File: config.mk
export PLATFORM = sky130hd
export DESIGN_NAME = alu_seq
export DESIGN_NICKNAME = d
export VERILOG_FILES = /design/src/rtl/alu_seq_pkg.sv /design/src/rtl/alu_seq_comb.sv /design/src/rtl/alu_seq.sv
export SDC_FILE = /design/constraint.sdc
export NUM_CORES = 1
export LEC_CHECK = 0
export BUFFER_PORTS_ARGS = -buffer_cell sky130_fd_sc_hd__buf_4
export CAP_MARGIN = 5
export CORE_MARGIN = 2
export CORE_UTILIZATION = 30
export CTS_CLUSTER_DIAMETER = 50
export DETAILED_ROUTE_END_ITERATION = 12
export SKIP_LAST_GASP = 1
export SYNTH_ARGS = -nofsm -noshare
export SYNTH_HDL_FRONTEND = slang
export SYNTH_SLANG_ARGS = --single-unit
File: constraint.sdc
create_clock -name clk -period 3.2 [get_ports clk]
set_input_delay 0.32 -clock clk [delete_from_list [all_inputs] [get_ports clk]]
set_output_delay 0.32 -clock clk [all_outputs]
set_load 0.02 [all_outputs]
File: src/rtl/alu_seq_pkg.sv
// Shared definitions for the sequential ALU.
// Holds the 4-bit operation codes, the flag bit positions inside the
// {carry, overflow, zero, negative} vector and the control FSM state type.
package alu_seq_pkg;

    // Operation codes (4 bits). Codes 13..15 are undefined.
    localparam logic [3:0] OP_ADD = 4'h0;
    localparam logic [3:0] OP_SUB = 4'h1;
    localparam logic [3:0] OP_ADC = 4'h2;
    localparam logic [3:0] OP_SBC = 4'h3;
    localparam logic [3:0] OP_AND = 4'h4;
    localparam logic [3:0] OP_OR  = 4'h5;
    localparam logic [3:0] OP_XOR = 4'h6;
    localparam logic [3:0] OP_CMP = 4'h7;
    localparam logic [3:0] OP_MOV = 4'h8;
    localparam logic [3:0] OP_SHL = 4'h9;
    localparam logic [3:0] OP_SHR = 4'hA;
    localparam logic [3:0] OP_ASR = 4'hB;
    localparam logic [3:0] OP_MUL = 4'hC;

    // Bit positions inside the flags vector.
    localparam int FLAG_C = 3;
    localparam int FLAG_V = 2;
    localparam int FLAG_Z = 1;
    localparam int FLAG_N = 0;

    typedef enum logic [1:0] {
        ST_IDLE  = 2'd0,
        ST_SHIFT = 2'd1,
        ST_MUL   = 2'd2
    } state_t;

endpackage

File: src/rtl/alu_seq_comb.sv
// Combinational add/sub/logic core of the sequential ALU.
// Ports:
//   op       in  4        operation code
//   a, b     in  WIDTH    operands
//   cin      in  1        carry/borrow input for ADC/SBC
//   sum      out WIDTH+1  {carry, result}; for subtraction carry means borrow
//   overflow out 1        signed overflow of the add/sub
// Shift, multiply and undefined codes produce zero here; the top handles them.
module alu_seq_comb
    import alu_seq_pkg::*;
#(
    parameter int WIDTH = 16
) (
    input  logic [3:0]       op,
    input  logic [WIDTH-1:0] a,
    input  logic [WIDTH-1:0] b,
    input  logic             cin,
    output logic [WIDTH:0]   sum,
    output logic             overflow
);

    logic [WIDTH:0] a_x;
    logic [WIDTH:0] b_x;
    logic [WIDTH:0] c_x;

    assign a_x = {1'b0, a};
    assign b_x = {1'b0, b};
    assign c_x = {{WIDTH{1'b0}}, cin};

    always_comb begin
        sum      = '0;
        overflow = 1'b0;
        case (op)
            OP_ADD, OP_ADC: begin
                sum      = (op == OP_ADC) ? (a_x + b_x + c_x) : (a_x + b_x);
                overflow = (a[WIDTH-1] == b[WIDTH-1]) && (sum[WIDTH-1] != a[WIDTH-1]);
            end
            OP_SUB, OP_SBC, OP_CMP: begin
                // Zero-extended subtraction leaves the borrow in bit WIDTH.
                sum      = (op == OP_SBC) ? (a_x - b_x - c_x) : (a_x - b_x);
                overflow = (a[WIDTH-1] != b[WIDTH-1]) && (sum[WIDTH-1] != a[WIDTH-1]);
            end
            OP_AND:  sum = {1'b0, a & b};
            OP_OR:   sum = {1'b0, a | b};
            OP_XOR:  sum = {1'b0, a ^ b};
            OP_MOV:  sum = {1'b0, a};
            default: sum = '0;
        endcase
    end

endmodule

File: src/rtl/alu_seq.sv
// Sequential ALU with start/busy/done handshake.
// Handshake: start is sampled only while the FSM is idle; an accepted start
// latches operator and operands. Single-cycle ops raise done for the cycle
// after acceptance. Shifts (amount > 0) and MUL hold busy high while they run,
// then raise done for exactly one cycle with busy already low. Starts seen
// while busy are dropped. result/flags stay valid until the next operation.
// Ports:
//   clk, reset_n    clock (rising edge), asynchronous active-low reset
//   start           issue request
//   operator        4-bit operation code
//   value1, value2  operands (value2 low SHW bits = shift amount)
//   busy, done      handshake outputs
//   result          result (low half for MUL)
//   result_hi       MUL high half, zero otherwise
//   flags           {carry, overflow, zero, negative}
//   state_dbg       current FSM state encoding
module alu_seq
    import alu_seq_pkg::*;
#(
    parameter int WIDTH = 16,
    parameter int SHW   = $clog2(WIDTH)
) (
    input  logic             clk,
    input  logic             reset_n,
    input  logic             start,
    input  logic [3:0]       operator,
    input  logic [WIDTH-1:0] value1,
    input  logic [WIDTH-1:0] value2,
    output logic             busy,
    output logic             done,
    output logic [WIDTH-1:0] result,
    output logic [WIDTH-1:0] result_hi,
    output logic [3:0]       flags,
    output logic [1:0]       state_dbg
);

    localparam int CNT_W = SHW + 1;

    state_t             state;
    logic [3:0]         op_q;
    logic [WIDTH-1:0]   work;
    logic [WIDTH-1:0]   mcand;
    logic [WIDTH-1:0]   prod_hi;
    logic [WIDTH-1:0]   prod_lo;
    logic [CNT_W-1:0]   cnt;

    logic [WIDTH:0]     core_sum;
    logic               core_ov;
    logic [SHW-1:0]     sh_amt;

    logic [WIDTH-1:0]   sh_next;
    logic               sh_out;
    logic [WIDTH-1:0]   addend;
    logic [WIDTH:0]     mul_sum;
    logic [WIDTH-1:0]   hi_next;
    logic [WIDTH-1:0]   lo_next;

    assign state_dbg = state;
    assign sh_amt    = value2[SHW-1:0];

    alu_seq_comb #(.WIDTH(WIDTH)) u_comb (
        .op       (operator),
        .a        (value1),
        .b        (value2),
        .cin      (flags[FLAG_C]),
        .sum      (core_sum),
        .overflow (core_ov)
    );

    // One shift step on the working register; sh_out is the bit leaving it.
    always_comb begin
        sh_next = work;
        sh_out  = 1'b0;
        case (op_q)
            OP_SHL: begin
                sh_next = {work[WIDTH-2:0], 1'b0};
                sh_out  = work[WIDTH-1];
            end
            OP_SHR: begin
                sh_next = {1'b0, work[WIDTH-1:1]};
                sh_out  = work[0];
            end
            OP_ASR: begin
                sh_next = {work[WIDTH-1], work[WIDTH-1:1]};
                sh_out  = work[0];
            end
            default: begin
                sh_next = work;
                sh_out  = 1'b0;
            end
        endcase
    end

    // Shift-add multiply step: product register {prod_hi, prod_lo} starts as
    // {0, multiplier}; each step conditionally adds the multiplicand to the
    // high half and shifts the whole register right by one, carry included.
    always_comb begin
        addend  = prod_lo[0] ? mcand : '0;
        mul_sum = {1'b0, prod_hi} + {1'b0, addend};
        hi_next = mul_sum[WIDTH:1];
        lo_next = {mul_sum[0], prod_lo[WIDTH-1:1]};
    end

    always_ff @(posedge clk or negedge reset_n) begin
        if (!reset_n) begin
            state     <= ST_IDLE;
            op_q      <= '0;
            work      <= '0;
            mcand     <= '0;
            prod_hi   <= '0;
            prod_lo   <= '0;
            cnt       <= '0;
            busy      <= 1'b0;
            done      <= 1'b0;
            result    <= '0;
            result_hi <= '0;
            flags     <= '0;
        end else begin
            done <= 1'b0;
            case (state)
                ST_IDLE: begin
                    if (start) begin
                        op_q <= operator;
                        case (operator)
                            OP_ADD, OP_SUB, OP_ADC, OP_SBC,
                            OP_AND, OP_OR, OP_XOR, OP_MOV: begin
                                result    <= core_sum[WIDTH-1:0];
                                result_hi <= '0;
                                flags     <= {core_sum[WIDTH], core_ov,
                                              core_sum[WIDTH-1:0] == '0,
                                              core_sum[WIDTH-1]};
                                done      <= 1'b1;
                            end
                            OP_CMP: begin
                                flags <= {core_sum[WIDTH], core_ov,
                                          core_sum[WIDTH-1:0] == '0,
                                          core_sum[WIDTH-1]};
                                done  <= 1'b1;
                            end
                            OP_SHL, OP_SHR, OP_ASR: begin
                                if (sh_amt == '0) begin
                                    result    <= value1;
                                    result_hi <= '0;
                                    flags     <= {1'b0, 1'b0, value1 == '0,
                                                  value1[WIDTH-1]};
                                    done      <= 1'b1;
                                end else begin
                                    work  <= value1;
                                    cnt   <= {1'b0, sh_amt};
                                    busy  <= 1'b1;
                                    state <= ST_SHIFT;
                                end
                            end
                            OP_MUL: begin
                                mcand   <= value1;
                                prod_hi <= '0;
                                prod_lo <= value2;
                                cnt     <= CNT_W'(WIDTH);
                                busy    <= 1'b1;
                                state   <= ST_MUL;
                            end
                            default: begin
                                result    <= '0;
                                result_hi <= '0;
                                flags     <= 4'b0010;
                                done      <= 1'b1;
                            end
                        endcase
                    end
                end
                ST_SHIFT: begin
                    work <= sh_next;
                    cnt  <= cnt - CNT_W'(1);
                    // The final step writes the result directly, so busy
                    // covers exactly 'amount' cycles.
                    if (cnt == CNT_W'(1)) begin
                        result    <= sh_next;
                        result_hi <= '0;
                        flags     <= {sh_out, 1'b0, sh_next == '0,
                                      sh_next[WIDTH-1]};
                        busy      <= 1'b0;
                        done      <= 1'b1;
                        state     <= ST_IDLE;
                    end
                end
                ST_MUL: begin
                    prod_hi <= hi_next;
                    prod_lo <= lo_next;
                    cnt     <= cnt - CNT_W'(1);
                    if (cnt == CNT_W'(1)) begin
                        result    <= lo_next;
                        result_hi <= hi_next;
                        flags     <= {|hi_next, 1'b0, lo_next == '0,
                                      lo_next[WIDTH-1]};
                        busy      <= 1'b0;
                        done      <= 1'b1;
                        state     <= ST_IDLE;
                    end
                end
                default: begin
                    busy  <= 1'b0;
                    state <= ST_IDLE;
                end
            endcase
        end
    end

endmodule

==> flow_summary.ini <==
[run_status]
status = finished, violations left
violations = negative setup slack

[timing]
tightest_slew_ps = 711
hold_violations = 0
setup_viol = 4
grt_setup_unrepaired = true
fin_crit_sh_pct = 114
clock_skew_ps = 16.3
final_max_slew_viol_count = 0
tns_ps = -617
setup_slack_ps = -459
fin_crit_ps = 3660
max_freq_mhz = 273
maxSlewHeadroom_pct = 52.5

[final_layout]
layout_common_cells = buf_4 (358), nand2_1 (138), dfrtp_1 (113), o21ai_0 (102), nor2_1 (70)
fin_nets = 1721
final_common_cell = buf_4
final_util_pct = 42.4
drive_gt1_share_pct = 33.3
diodes = 0
fillers = 3424
syn2layout_area_growth_pct = 39.9

[global_routing]
grt_pass1_vias = 11200
grt-ovfl-total = 0
grt_pass1_wl_um = 61800
gr-usage-all-layers_pct = 21.9
grt_max_degree = 68
antenna_found_initial = 0

[floorplanning]
core_area_mm2 = 0.0345
die_y_um = 191
floorplan.initialDensity_pct = 30.3
rows = 68
dieArea_mm2 = 0.0364
die_width_um = 191
pin_count = 79

[pwr]
powerDensity_mw_per_mm2 = 660
p_leak_nw = 6.63
vdd_drop_max_mv = 0.436
power_mw = 9.65

[setup_path]
crit_path_end_kind = flip-flop
arrival_ps = 3960
crit_type = reg2reg
crit_required_ps = 3500
cp_max_fo = 3
crit_path_start_kind = flip-flop

[placement]
dp_slack_ps = -698
place_hpwl_um = 31500
portBuffers = 78
gp_congestion = 0.907

[drt]
vias_per_cell = 5.44
drc = 0
wl_per_cell_um = 19.2
drtIter0Drc = 812
dr_total_vias = 11200
drtPass1Iterations = 6
wirelength_um = 39700
antenna_left = 0

[clock_tree]
cts_root_buf = clkbuf_16
clock_path_buffers = 2
h-tree-depth = 4
cts.sinks = 113
clk_transition_reported_paths_ps = 60
clock_latency_ps = 430
cts_tree = done
cts_inserted_buffers = 17

[synth]
synthesis.nets = 1411
ys_types = 95
synth-seq-cells = 113
postSynthAreaPerCell_um2 = 8.11
syn-instance-count = 1289
ys_warn_count = 0
seq_area_frac_synth_pct = 27.1
yosys.area.top_type = dfrtp_1
synth_area_mm2 = 0.0105
yosysTopAreaCellShare_pct = 27.1
synth_edf_count = 0
synth_ff_type = dfrtp_1
synth.area.top_cells = dfrtp_1 (27%), ha_1 (9.6%), o21ai_0 (5.4%)
async_flop_share_pct = 100

[min_path]
min_path_type = in2reg

[run]
maxCapViolCount = 0
-- flip-flops by register name (all words and copies together), names as in the netlist --
register   count
mcand         16
result_hi     16
result        16
flags          4
done           1
op_q           4
state_dbg      2
work          16
prod_lo       16
prod_hi       16
busy           1
cnt            5
-- stage by stage --
step	cell area [µm²]	hold slack [ps]	instances
2_1_floorplan	10500	24.4	1289
3_3_place_gp	13600	382	2029
3_5_place_dp	13600	388	2029
4_1_cts	14300	223	2065
5_1_grt	14600	246	2067
6_report	14600	235	2067
-- layer usage --
metal  up-vias  track usage [%]  wire (µm)
li1       5397                -          -
met5         -                0          0
met4         0             6.68        979
met3        70             3.24       2560
met2       372             37.5      19200
met1      5400             28.3      17100
-- synthesized netlist by cell type (7+ instances only) --
cell	n
nand2_1	139
dfrtp_1	113
o21ai_0	113
ha_1	80
nor2_1	73
a21oi_1	69
inv_1	66
clkbuf_1	65
a31oi_1	31
xnor2_1	31
nand3_1	28
and2_1	26
nor3_1	25
mux2_2	23
nor4_1	22
nor2b_1	20
a211oi_1	19
a21o_1	18
a22oi_1	18
mux2i_1	17
nand2b_1	16
a221oi_1	14
o21a_1	14
o31ai_1	14
nand4_1	13
o211ai_1	13
and3_1	11
o22ai_1	11
a21boi_0	10
a22o_1	10
or4_1	10
xor2_1	10
or3_1	9
a222oi_1	8
nor3b_1	7
or2_2	7
-- power breakdown --
group / total [mW] / switching [mW] / internal [mW] / leakage, nW
logic: 5.30 / 2.99 / 2.31 / 4.91
registers: 2.42 / 0.489 / 1.93 / 1.44
clock network: 1.93 / 0.762 / 1.17 / 0.281
-- cells by family (layout without fill, tap and decap cells) --
logic type,count (synthesis),count (layout),synth area share (%)
AOI/OAI and AO/OA,430,430,28.0
xor gates and xnor gates,43,43,3.81
adders and majority gates,83,83,10.2
buffers and inverters,144,467,5.45
DFF,113,113,27.1
muxes,40,40,4.11
and+or+nand+nor,436,436,21.5
-- area by class of cell --
class                      instances  area, µm²  share of cell area, %
multi-input combinational       1032       7550                   51.7
clock buffer                      17        425                   2.91
timing repair buffer             366       2800                   19.2
tap                              455        569                   3.89
clock inverter                    15        174                   1.19
sequential                       113       2830                   19.3
inverter                          69        272                   1.86
-- repair_timing --
item,4_1_cts,5_1_grt
pin swaps,22,41
hold endpoints to repair,46,0
hold buffers,1,0
gates resized for setup,34,58
buffers inserted,3,2
setup endpoints to repair,11,22
-- worst paths after layout --
path                            start     endpoint  slack [ps]  depth (start not counted)
hold reg to reg             result[8]    result[8]         480                          1
hold / removal             value2[14]  prod_lo[14]         230                          3
min in group asynchronous     reset_n    mcand[15]         450                          2
setup / recovery           prod_lo[0]     flags[3]        -460                         14
setup reg to reg           prod_lo[0]     flags[3]        -460                         14
max in group asynchronous     reset_n   prod_lo[2]        1960                          3
-- worst max-delay path, cell delays in order, from the launching register on --
cell	delay [ps]
dfrtp_1	370
and2_1	170
ha_2	180
fa_2	350
buf_4	150
a211oi_2	180
nor2_1	110
o21a_1	210
nor2_4	150
xnor2_2	80
or4_4	520
or4_4	450
o41ai_4	240
a41o_1	290
a31oi_1	90
Note: power is estimated with default switching activity, not from simulation.
